<file path="config.mk">
export PLATFORM = sky130hd
export DESIGN_NAME = fetch_queue
export DESIGN_NICKNAME = d
export VERILOG_FILES = /design/src/rtl/fetch_queue.sv
export SDC_FILE = /design/constraint.sdc
export NUM_CORES = 1
export LEC_CHECK = 0
export CAP_MARGIN = 5
export CORE_MARGIN = 2
export CORE_UTILIZATION = 50
export DETAILED_ROUTE_END_ITERATION = 12
export MAX_ROUTING_LAYER = met4
export PLACE_DENSITY = 0.82
export SLEW_MARGIN = 0
export SYNTH_ARGS = -nofsm -noshare
export SYNTH_HDL_FRONTEND = slang
export SYNTH_SLANG_ARGS = --single-unit
export TNS_END_PERCENT = 1
</file>
<file path="constraint.sdc">
create_clock -name clock -period 2.8 [get_ports clock]
set_input_delay 0.56 -clock clock [delete_from_list [all_inputs] [get_ports clock]]
set_output_delay 0.56 -clock clock [all_outputs]
set_load 0.01 [all_outputs]
</file>
<file path="src/rtl/fetch_queue.sv">
// fetch_queue: instruction-fetch front end with credit-limited, in-order memory requests and an output FIFO.
// Optional macro FETCH_BYPASS_EN forwards a response straight to the output when the FIFO is empty.
module fetch_queue #(
    parameter int unsigned      WIDTH    = 32,
    parameter int unsigned      DEPTH    = 4,
    parameter logic [WIDTH-1:0] RESET_PC = '0
) (
    input  logic             clock,
    input  logic             reset,
    input  logic             stall,
    input  logic             flush,
    input  logic [WIDTH-1:0] flush_pc,
    output logic             mem_req,
    output logic [WIDTH-1:0] mem_addr,
    input  logic             mem_ready,
    input  logic             mem_rvalid,
    input  logic [WIDTH-1:0] mem_rdata,
    output logic [WIDTH-1:0] instruction,
    output logic [WIDTH-1:0] instr_pc,
    output logic             instr_valid
);
    localparam int unsigned     AW      = $clog2(DEPTH);
    localparam logic [AW-1:0]   PTR_ONE = AW'(1);
    localparam logic [AW:0]     CNT_ONE = (AW+1)'(1);
    localparam logic [AW+1:0]   CAP     = (AW+2)'(DEPTH);

    logic [WIDTH-1:0] fetch_pc;
    logic [AW:0]      count, outstanding, drop, out_next;
    logic [AW-1:0]    rd_ptr, wr_ptr, tag_rd, tag_wr;
    logic [WIDTH-1:0] data_mem [DEPTH];
    logic [WIDTH-1:0] pc_mem   [DEPTH];
    logic [WIDTH-1:0] tag_mem  [DEPTH];

    logic [AW+1:0]    credit_used;
    logic             accept, keep, push, pop, bypass;
    logic [WIDTH-1:0] rsp_pc;

    assign credit_used = {1'b0, count} + {1'b0, outstanding};
    assign mem_req     = reset & ~flush & (credit_used < CAP);
    assign mem_addr    = fetch_pc;
    assign accept      = mem_req & mem_ready;
    // Stale responses are always the oldest in flight, so drop==0 means this one is live.
    assign keep        = mem_rvalid & (drop == '0) & ~flush;
    assign rsp_pc      = tag_mem[tag_rd];

`ifdef FETCH_BYPASS_EN
    assign bypass = reset & keep & (count == '0);
`else
    assign bypass = 1'b0;
`endif

    assign push = keep & ~(bypass & ~stall);
    assign pop  = (count != '0) & ~stall & ~flush;

    always_comb begin
        out_next = outstanding;
        if (accept && !mem_rvalid) out_next = outstanding + CNT_ONE;
        else if (!accept && mem_rvalid) out_next = outstanding - CNT_ONE;
    end

    always_comb begin
        instr_valid = 1'b0;
        instruction = '0;
        instr_pc    = '0;
        if (count != '0) begin
            instr_valid = 1'b1;
            instruction = data_mem[rd_ptr];
            instr_pc    = pc_mem[rd_ptr];
        end else if (bypass) begin
            instr_valid = 1'b1;
            instruction = mem_rdata;
            instr_pc    = rsp_pc;
        end
    end

    always_ff @(posedge clock or negedge reset) begin
        if (!reset) begin
            fetch_pc    <= RESET_PC;
            count       <= '0;
            outstanding <= '0;
            drop        <= '0;
            rd_ptr      <= '0;
            wr_ptr      <= '0;
            tag_rd      <= '0;
            tag_wr      <= '0;
        end else begin
            outstanding <= out_next;
            if (flush) begin
                // Everything still in flight after this cycle belongs to the old path.
                fetch_pc <= flush_pc;
                count    <= '0;
                drop     <= out_next;
                rd_ptr   <= '0;
                wr_ptr   <= '0;
                tag_rd   <= '0;
                tag_wr   <= '0;
            end else begin
                if (accept) begin
                    fetch_pc <= fetch_pc + WIDTH'(4);
                    tag_wr   <= tag_wr + PTR_ONE;
                end
                if (mem_rvalid && drop != '0) drop <= drop - CNT_ONE;
                if (keep) tag_rd <= tag_rd + PTR_ONE;
                if (push) wr_ptr <= wr_ptr + PTR_ONE;
                if (pop)  rd_ptr <= rd_ptr + PTR_ONE;
                if (push && !pop) count <= count + CNT_ONE;
                else if (pop && !push) count <= count - CNT_ONE;
            end
        end
    end

    always_ff @(posedge clock) begin
        if (push) begin
            data_mem[wr_ptr] <= mem_rdata;
            pc_mem[wr_ptr]   <= rsp_pc;
        end
        if (accept) tag_mem[tag_wr] <= fetch_pc;
    end
endmodule

</file>
==> impl_metrics.json <==
{
  "status": "complete, but fails checks",
  "violations": "negative setup slack",
  "critical_path_required_ns": 2.24,
  "area_growth_pct": 23.1,
  "utilization_pct": 62.8,
  "place_congestion": 0.844,
  "drive_gt1_share_pct": 25.0,
  "dpl_worst_slack_ns": 0.250,
  "num_rows": 67,
  "critPathLaunchType": "flip-flop",
  "r2r_start": "count[0]$_DFFE_PN0P_",
  "synth-xor-area-share_pct": 0.971,
  "diodes": 0,
  "clock_sinks": 433,
  "grt_max_degree": 67,
  "viasPerCell": 5.70,
  "maxCapViolations": 0,
  "setup_viol": 1,
  "critPathKind": "flip-flop to primary output",
  "syn_inst": 900,
  "yosysWarnings": 0,
  "ant_nets": 0,
  "numCtsBuffers": 43,
  "worst_pin_slew_ns": 0.793,
  "grt_busiest_layer": "met2",
  "switching_share_pct": 27.1,
  "grt_overflow_total": 0,
  "crit_slowest_cell": "mux4_2",
  "antenna_found_initial": 0,
  "cts_tree": "done",
  "die_x_um": 189,
  "place_hpwl_um": 21300,
  "skew_ns": 0.0197,
  "arrival_ns": 2.27,
  "path_cells": "buf_4 > buf_12 > mux4_2 > and2_1 > dlygate4sd2_1",
  "synth_mux_area_share_pct": 13.1,
  "cts_buffer_depth": 3,
  "insertion_delay_ns": 0.54,
  "ys_seq_elements": 433,
  "final_nets": 1208,
  "finalHoldViolations": 0,
  "hp-class": "primary input to async pin",
  "track_usage_pct": 20.8,
  "crit_path_end_kind": "primary output",
  "p_switching_mw": 4.87,
  "cts-root-buf": "clkbuf_16",
  "leakage_nw": 7.10,
  "yosys.area_share.simple_pct": 6.49,
  "wire_per_inst_um": 22.1,
  "drt_wl_total_um": 35500,
  "fillers": 2331,
  "slew_headroom_pct": 46.9,
  "drt-initial-drc-count": 753,
  "grt_use_met2_pct": 34.0,
  "multi_input_comb_area_mm2": 0.00418,
  "die_h_um": 189,
  "start_util_pct": 51.0,
  "fmax_mhz": 353,
  "internal_power_mw": 13.1,
  "synthAdderAreaFrac_pct": 1.21,
  "clkSlewWorstSetupHoldPaths_ns": 0.06,
  "grt_pass1_vias": 9418,
  "seqCellArea_mm2": 0.0128,
  "vias": 9148,
  "die-area_mm2": 0.0358,
  "report.final.slew_viol_count": 0,
  "syn_nets": 986,
  "drtPass1Iterations": 5,
  "port_buffers": 167,
  "powerDensity_mw_per_mm2": 852,
  "tns_ns": -0.0294,
  "htreeDepth": 2,
  "seq_power_share_pct": 43.4,
  "critPathMaxFanout": 10,
  "avgSynthCellArea_um2": 19.1,
  "coreArea_mm2": 0.0336,
  "hold_buffers": 0,
  "fin_crit_sh_pct": 101,
  "drc_errors": 0,
  "combinationalPowerShare_pct": 26.6,
  "rsz0062_at_grt": "yes",
  "worst-path-buf-inv": 3,
  "netlist_area_mm2": 0.0171,
  "pin_count": 168,
  "peakVddDrop_mv": 0.466,
  "min_period_ns": 2.83,
  "startpoint": "rd_ptr[0]$_DFFE_PN0P_",
  "met1_usage_pct": 27.6,
  "synth_compound_area_share_pct": 2.36,
  "cpLargestDelayFamily": "buffers and inverters",
  "synth_seq_area_share_pct": 74.4,
  "max_stage_delay_ns": 0.54,
  "ys_types": 47,
  "fin_ws_ns": -0.0294,
  "grt_util_met3_pct": 3.63,
  "synth_top_family_by_area": "multiplexers",
  "grt_pass1_wl_um": 54500,
  "power.share.clock_pct": 30.0
}
## power groups by stage
stage	Combinational, mW	Sequential, mW	Clock, mW
6_report	4.78	7.81	5.40
5_1_grt	5.18	7.85	5.75
4_1_cts	4.95	7.81	5.49
3_5_place_dp	4.79	7.94	0
3_3_place_gp	4.70	7.91	0
2_1_floorplan	2.58	7.84	0
## sequential cells by signal (all words and copies together) (netlist names)
register and flops:
data_mem 128, pc_mem 128, tag_mem 128, mem_addr 32, count 3, drop 3
outstanding 3, rd_ptr 2, tag_rd 2, tag_wr 2, wr_ptr 2
## synth_stat cells (all sizes together)
cell type / number / area, um^2
ha: 15 / 188
nand2: 42 / 158
edfxtp: 384 / 11500
nor2b: 2 / 12.5
nor3b: 2 / 15.0
a211o: 1 / 8.76
nand4: 12 / 75.1
buf: 15 / 72.6
clkbuf: 31 / 116
xor2: 8 / 70.1
and2: 72 / 450
inv: 16 / 60.1
and4: 1 / 8.76
nand2b: 2 / 12.5
a21o: 2 / 15.0
a221o: 4 / 40.0
o211ai: 7 / 52.6
o21ai: 20 / 100
clkinv: 1 / 3.75
o311a: 1 / 10.0
a31o: 2 / 17.5
nand3b: 1 / 7.51
or3: 4 / 30.0
mux2i: 6 / 60.1
or2: 2 / 12.5
mux2: 2 / 22.5
a211oi: 2 / 15.0
fa: 1 / 20.0
nand3: 15 / 75.1
nor3: 10 / 50.1
dfrtp: 49 / 1230
nor2: 24 / 90.1
a21oi: 5 / 25.0
mux4: 96 / 2160
a22oi: 7 / 52.6
or4: 3 / 23.8
and3: 6 / 40.0
o31ai: 2 / 15.0
xnor2: 11 / 96.3
o311ai: 6 / 52.6
nor4: 7 / 43.8
nor4b: 1 / 8.76
## kinds of logic (layout without fill, tap and decap cells)
logic type / Yosys count / in the layout
simple gates: 206 / 206
xor+xnor: 19 / 19
buf+inv: 63 / 320
fa+ha+maj: 16 / 16
flops: 433 / 433
compound gates: 59 / 59
mux: 104 / 104
## metal layers
layer / share of wire [%] / wire length [um]
met1: 42 / 14800
met2: 50 / 17800
met3: 6.7 / 2370
met4: 1.7 / 603
met5: 0 / 0
## what timing repair did
| item | CTS | global route |
|---|---|---|
| gates resized for setup | 158 | 61 |
| pin swaps | 1 | 0 |
| gates cloned | 5 | 0 |
| hold endpoints to repair | 0 | 0 |
| setup buffers | 7 | 2 |
| setup endpoints to repair | 66 | 59 |
## worst reg2reg max path: stages, from the launching register on
cell and delay (ns):
dfrtp_1 0.42, or3_2 0.17, buf_12 0.26, nor2b_1 0.43
nor3_1 0.11, fa_1 0.40, nor3_1 0.26, o21ai_0 0.12
nor3b_1 0.14
## area by class of cell
type                       count  share of cell area, %
timing repair buffer         223                   10.4
sequential                   433                   60.5
tap                          448                   2.66
inverter                      17                  0.302
clock inverter                17                  0.546
clock buffer                  63                   5.79
multi-input combinational    404                   19.8
## final timing paths
check | to | slack (ns) | cells past startpoint
worst max-delay path | instr_pc[12] | -0.03 | 5
worst min-delay path | mem_addr[29]$_DFFE_PN0P_ | 0.19 | 2
worst max register to register | count[2]$_DFFE_PN0P_ | 0.35 | 8
worst min register to register | outstanding[2]$_DFF_PN0_ | 0.52 | 1
max in group asynchronous | rd_ptr[0]$_DFFE_PN0P_ | 2.06 | 2
min in group clock | tag_rd[0]$_DFFE_PN0P_ | 0.44 | 3
## placed cells by master, fill, tap and decap left out, types with 7 or more instances in the layout
cell               n
o21ai_0           20
ha_1              15
xor2_1             8
clkinv_1          11
nor4_1             7
clkbuf_1          14
clkdlybuf4s15_1    9
edfxtp_1         384
mux4_2            96
dfrtp_1           46
and2_4            12
clkbuf_16         44
inv_1             16
buf_4             27
nand2_1           42
buf_2             20
xnor2_1           11
clkbuf_2          32
buf_12            20
a22oi_1            7
nor2_1            24
nand4_1           12
nand3_1           15
nor3_1            10
and2_1            60
o211ai_1           7
clkdlybuf4s50_1   99
## per-stage QoR
step           hold slack (ns)  area (um^2)  cells  power, mW
4_1_cts                  0.211        21300   1604       18.3
2_1_floorplan            0.264        17100    900       10.4
5_1_grt                  0.244        21100   1605       18.8
3_3_place_gp             0.498        19700   1512       12.6
6_report                 0.195        21100   1605       18.0
3_5_place_dp             0.515        19700   1512       12.7
No activity file was read; power rests on OpenSTA's default activity.
==> RTL edit: new RTL, same flow settings <==
`WIDTH`: 32 -> 64.
--- a/src/rtl/fetch_queue.sv
+++ b/src/rtl/fetch_queue.sv
@@ -1,7 +1,7 @@
 // fetch_queue: instruction-fetch front end with credit-limited, in-order memory requests and an output FIFO.
 // Optional macro FETCH_BYPASS_EN forwards a response straight to the output when the FIFO is empty.
 module fetch_queue #(
-    parameter int unsigned      WIDTH    = 32,
+    parameter int unsigned      WIDTH    = 64,
     parameter int unsigned      DEPTH    = 4,
     parameter logic [WIDTH-1:0] RESET_PC = '0
 ) (
Ports: changed (5 resized); port bits go from 168 to 328. The function was not compared with the original's and may differ.
==> RTL edit against the original RTL <==
Maximum frequency shrank 6.0%. Setup slack lost 180 ps. Count of clock-buffer cells in the layout grew 41. Wire length grew 130%. Total power grew 110%. Clock skew grew 6.7 ps. Sequential cell count grew 416. Largest cell class unchanged. Sequential power grew 96%. Synthesized area grew 95%. First-iteration DRC count grew to 2.9 times the old value. Sequential share of layout area shrank 0.64 points. Cell area grew 99%. Core utilization grew 0.81 points. Via count grew 100%. The flow still finishes with violations (setup timing). Highest routed layer unchanged.
==> RTL edit: results (changes against the original RTL) <==
Worst setup endpoint -> instr_pc[22] (was instr_pc[12])
top cells by area, synth -> edfxtp_1 (69%), mux4_2 (13%), dfrtp_1 (6.1%) (was edfxtp_1 (67%), mux4_2 (13%), dfrtp_1 (7.2%))
first-pass GRT wire length -> 123 mm (was 54.5 mm)
setup_tns -> -15150 ps (was -29.4 ps)
Compound-Gate Fraction of Synth Area -> 2.47% (was 2.36%)
PortBufs -> 327 (was 167)
post-synthesis mux area share -> 13.2% (was 13.1%)
critical path peak fanout -> 8 (was 10)
clk pwr -> 11700 uW (was 5400 uW)
leakage dissipation -> 0.0143 uW (was 0.00710 uW)
met1 WL -> 32.6 mm (was 14.8 mm)
largest net degree at the start of global routing -> 79 (was 67)
Total GRT Usage -> 24.5% (was 20.8%)
EDFF count, synth -> 768 (was 384)
DP HPWL -> 49.1 mm (was 21.3 mm)
1st-iter DRT viols -> 2201 (was 753)
fin nets -> 2335 (was 1208)
WL final -> 81.6 mm (was 35.5 mm)
failing checks -> setup timing (unchanged)
crit-path max cell delay -> 510 ps (was 540 ps)
clock latency on the worst-skew pair -> 630 ps (was 540 ps)
Register-to-Register Setup Slack -> 320 ps (was 350 ps)
Cells after DPL -> 2917 (was 1512)
area share of fa/ha/maj cells after synthesis -> 0.621% (was 1.21%)
Regs by FF count -> data_mem x256, pc_mem x256, tag_mem x256 (was data_mem x128, pc_mem x128, tag_mem x128)
Met2 Wirelength -> 40.8 mm (was 17.8 mm)
ys async rst share -> 9.54% (was 11.3%)
proportion of layout cells with a drive suffix above 1 -> 30.5% (was 25.0%)
Max stage delay cell, worst path -> dfrtp_4 (was mux4_2)
final hold slack -> 40.1 ps (was 195 ps)
Fin Clk Skew -> 26.4 ps (was 19.7 ps)
CTS H-tree depth -> 3 (was 2)
final setup vio count -> 121 (was 1)
clock buffer count from CTS -> 85 (was 43)
gpl congestion -> 0.908 (was 0.844)
XOR/XNOR Fraction of Synth Area -> 0.654% (was 0.971%)
met3 wire len -> 6.29 mm (was 2.37 mm)
worst rel slew slack -> 41.6% (was 46.9%)
Synth top cells by count -> edfxtp_1 (768), mux4_2 (192), and2_1 (144) (was edfxtp_1 (384), mux4_2 (96), and2_1 (72))
status -> finished with violations (unchanged)
final worst slack -> -210 ps (was -29.4 ps)
Seq/Total Area, Yosys -> 75.0% (was 74.4%)
Non-Filler Instances -> 3119 (was 1605)
Post-Syn Nets -> 1874 (was 986)
vias in the first global route -> 19200 (was 9418)
average size of a mapped cell -> 19.4 um^2 (was 19.1 um^2)
DR vias/cell -> 5.99 (was 5.70)
Reg2Reg Launch Point -> count[2] (was count[0])
critical path arrival -> 2450 ps (was 2270 ps)
clock buffer depth -> 3 (unchanged)
post-synth cell types -> 63 (was 47)
PwrDens -> 901 nW/um^2 (was 852 nW/um^2)
RTL edit: cell count changes after synthesis, sizes merged, moves of 26 or more:
cell,unedited run,this run
nand2,42,86
mux4,96,192
o21ai,20,48
and2,72,144
edfxtp,384,768
nand3,15,41
dfrtp,49,81
RTL edit: per-stage QoR:
| step | setup WS, ps | instance area, um^2 |
|---|---|---|
| after floorplan | -631 | 33500 |
| after global placement | 150 | 38600 |
| after detailed placement | 125 | 38600 |
| after CTS | -265 | 41800 |
| after global routing | -268 | 42000 |
| final | -210 | 42000 |
RTL edit: routing by layer:
| metal | track usage [%] | up-vias |
|---|---|---|
| met2 | 39.1 | 932 |
| met1 | 32.5 | 9737 |
| li1 | - | 7880 |
| met5 | - | - |
| met3 | 4.51 | 140 |
| met4 | 7.21 | 0 |
RTL edit: final cells by class:
cell class	count	area, um^2
Sequential cell	849	25100
Fill cell	4376	24000
Multi-Input combinational cell	766	8160
Timing Repair Buffer	466	4650
Clock buffer	104	2200
Tap cell	864	1080
Clock inverter	53	697
Inverter	17	63.8
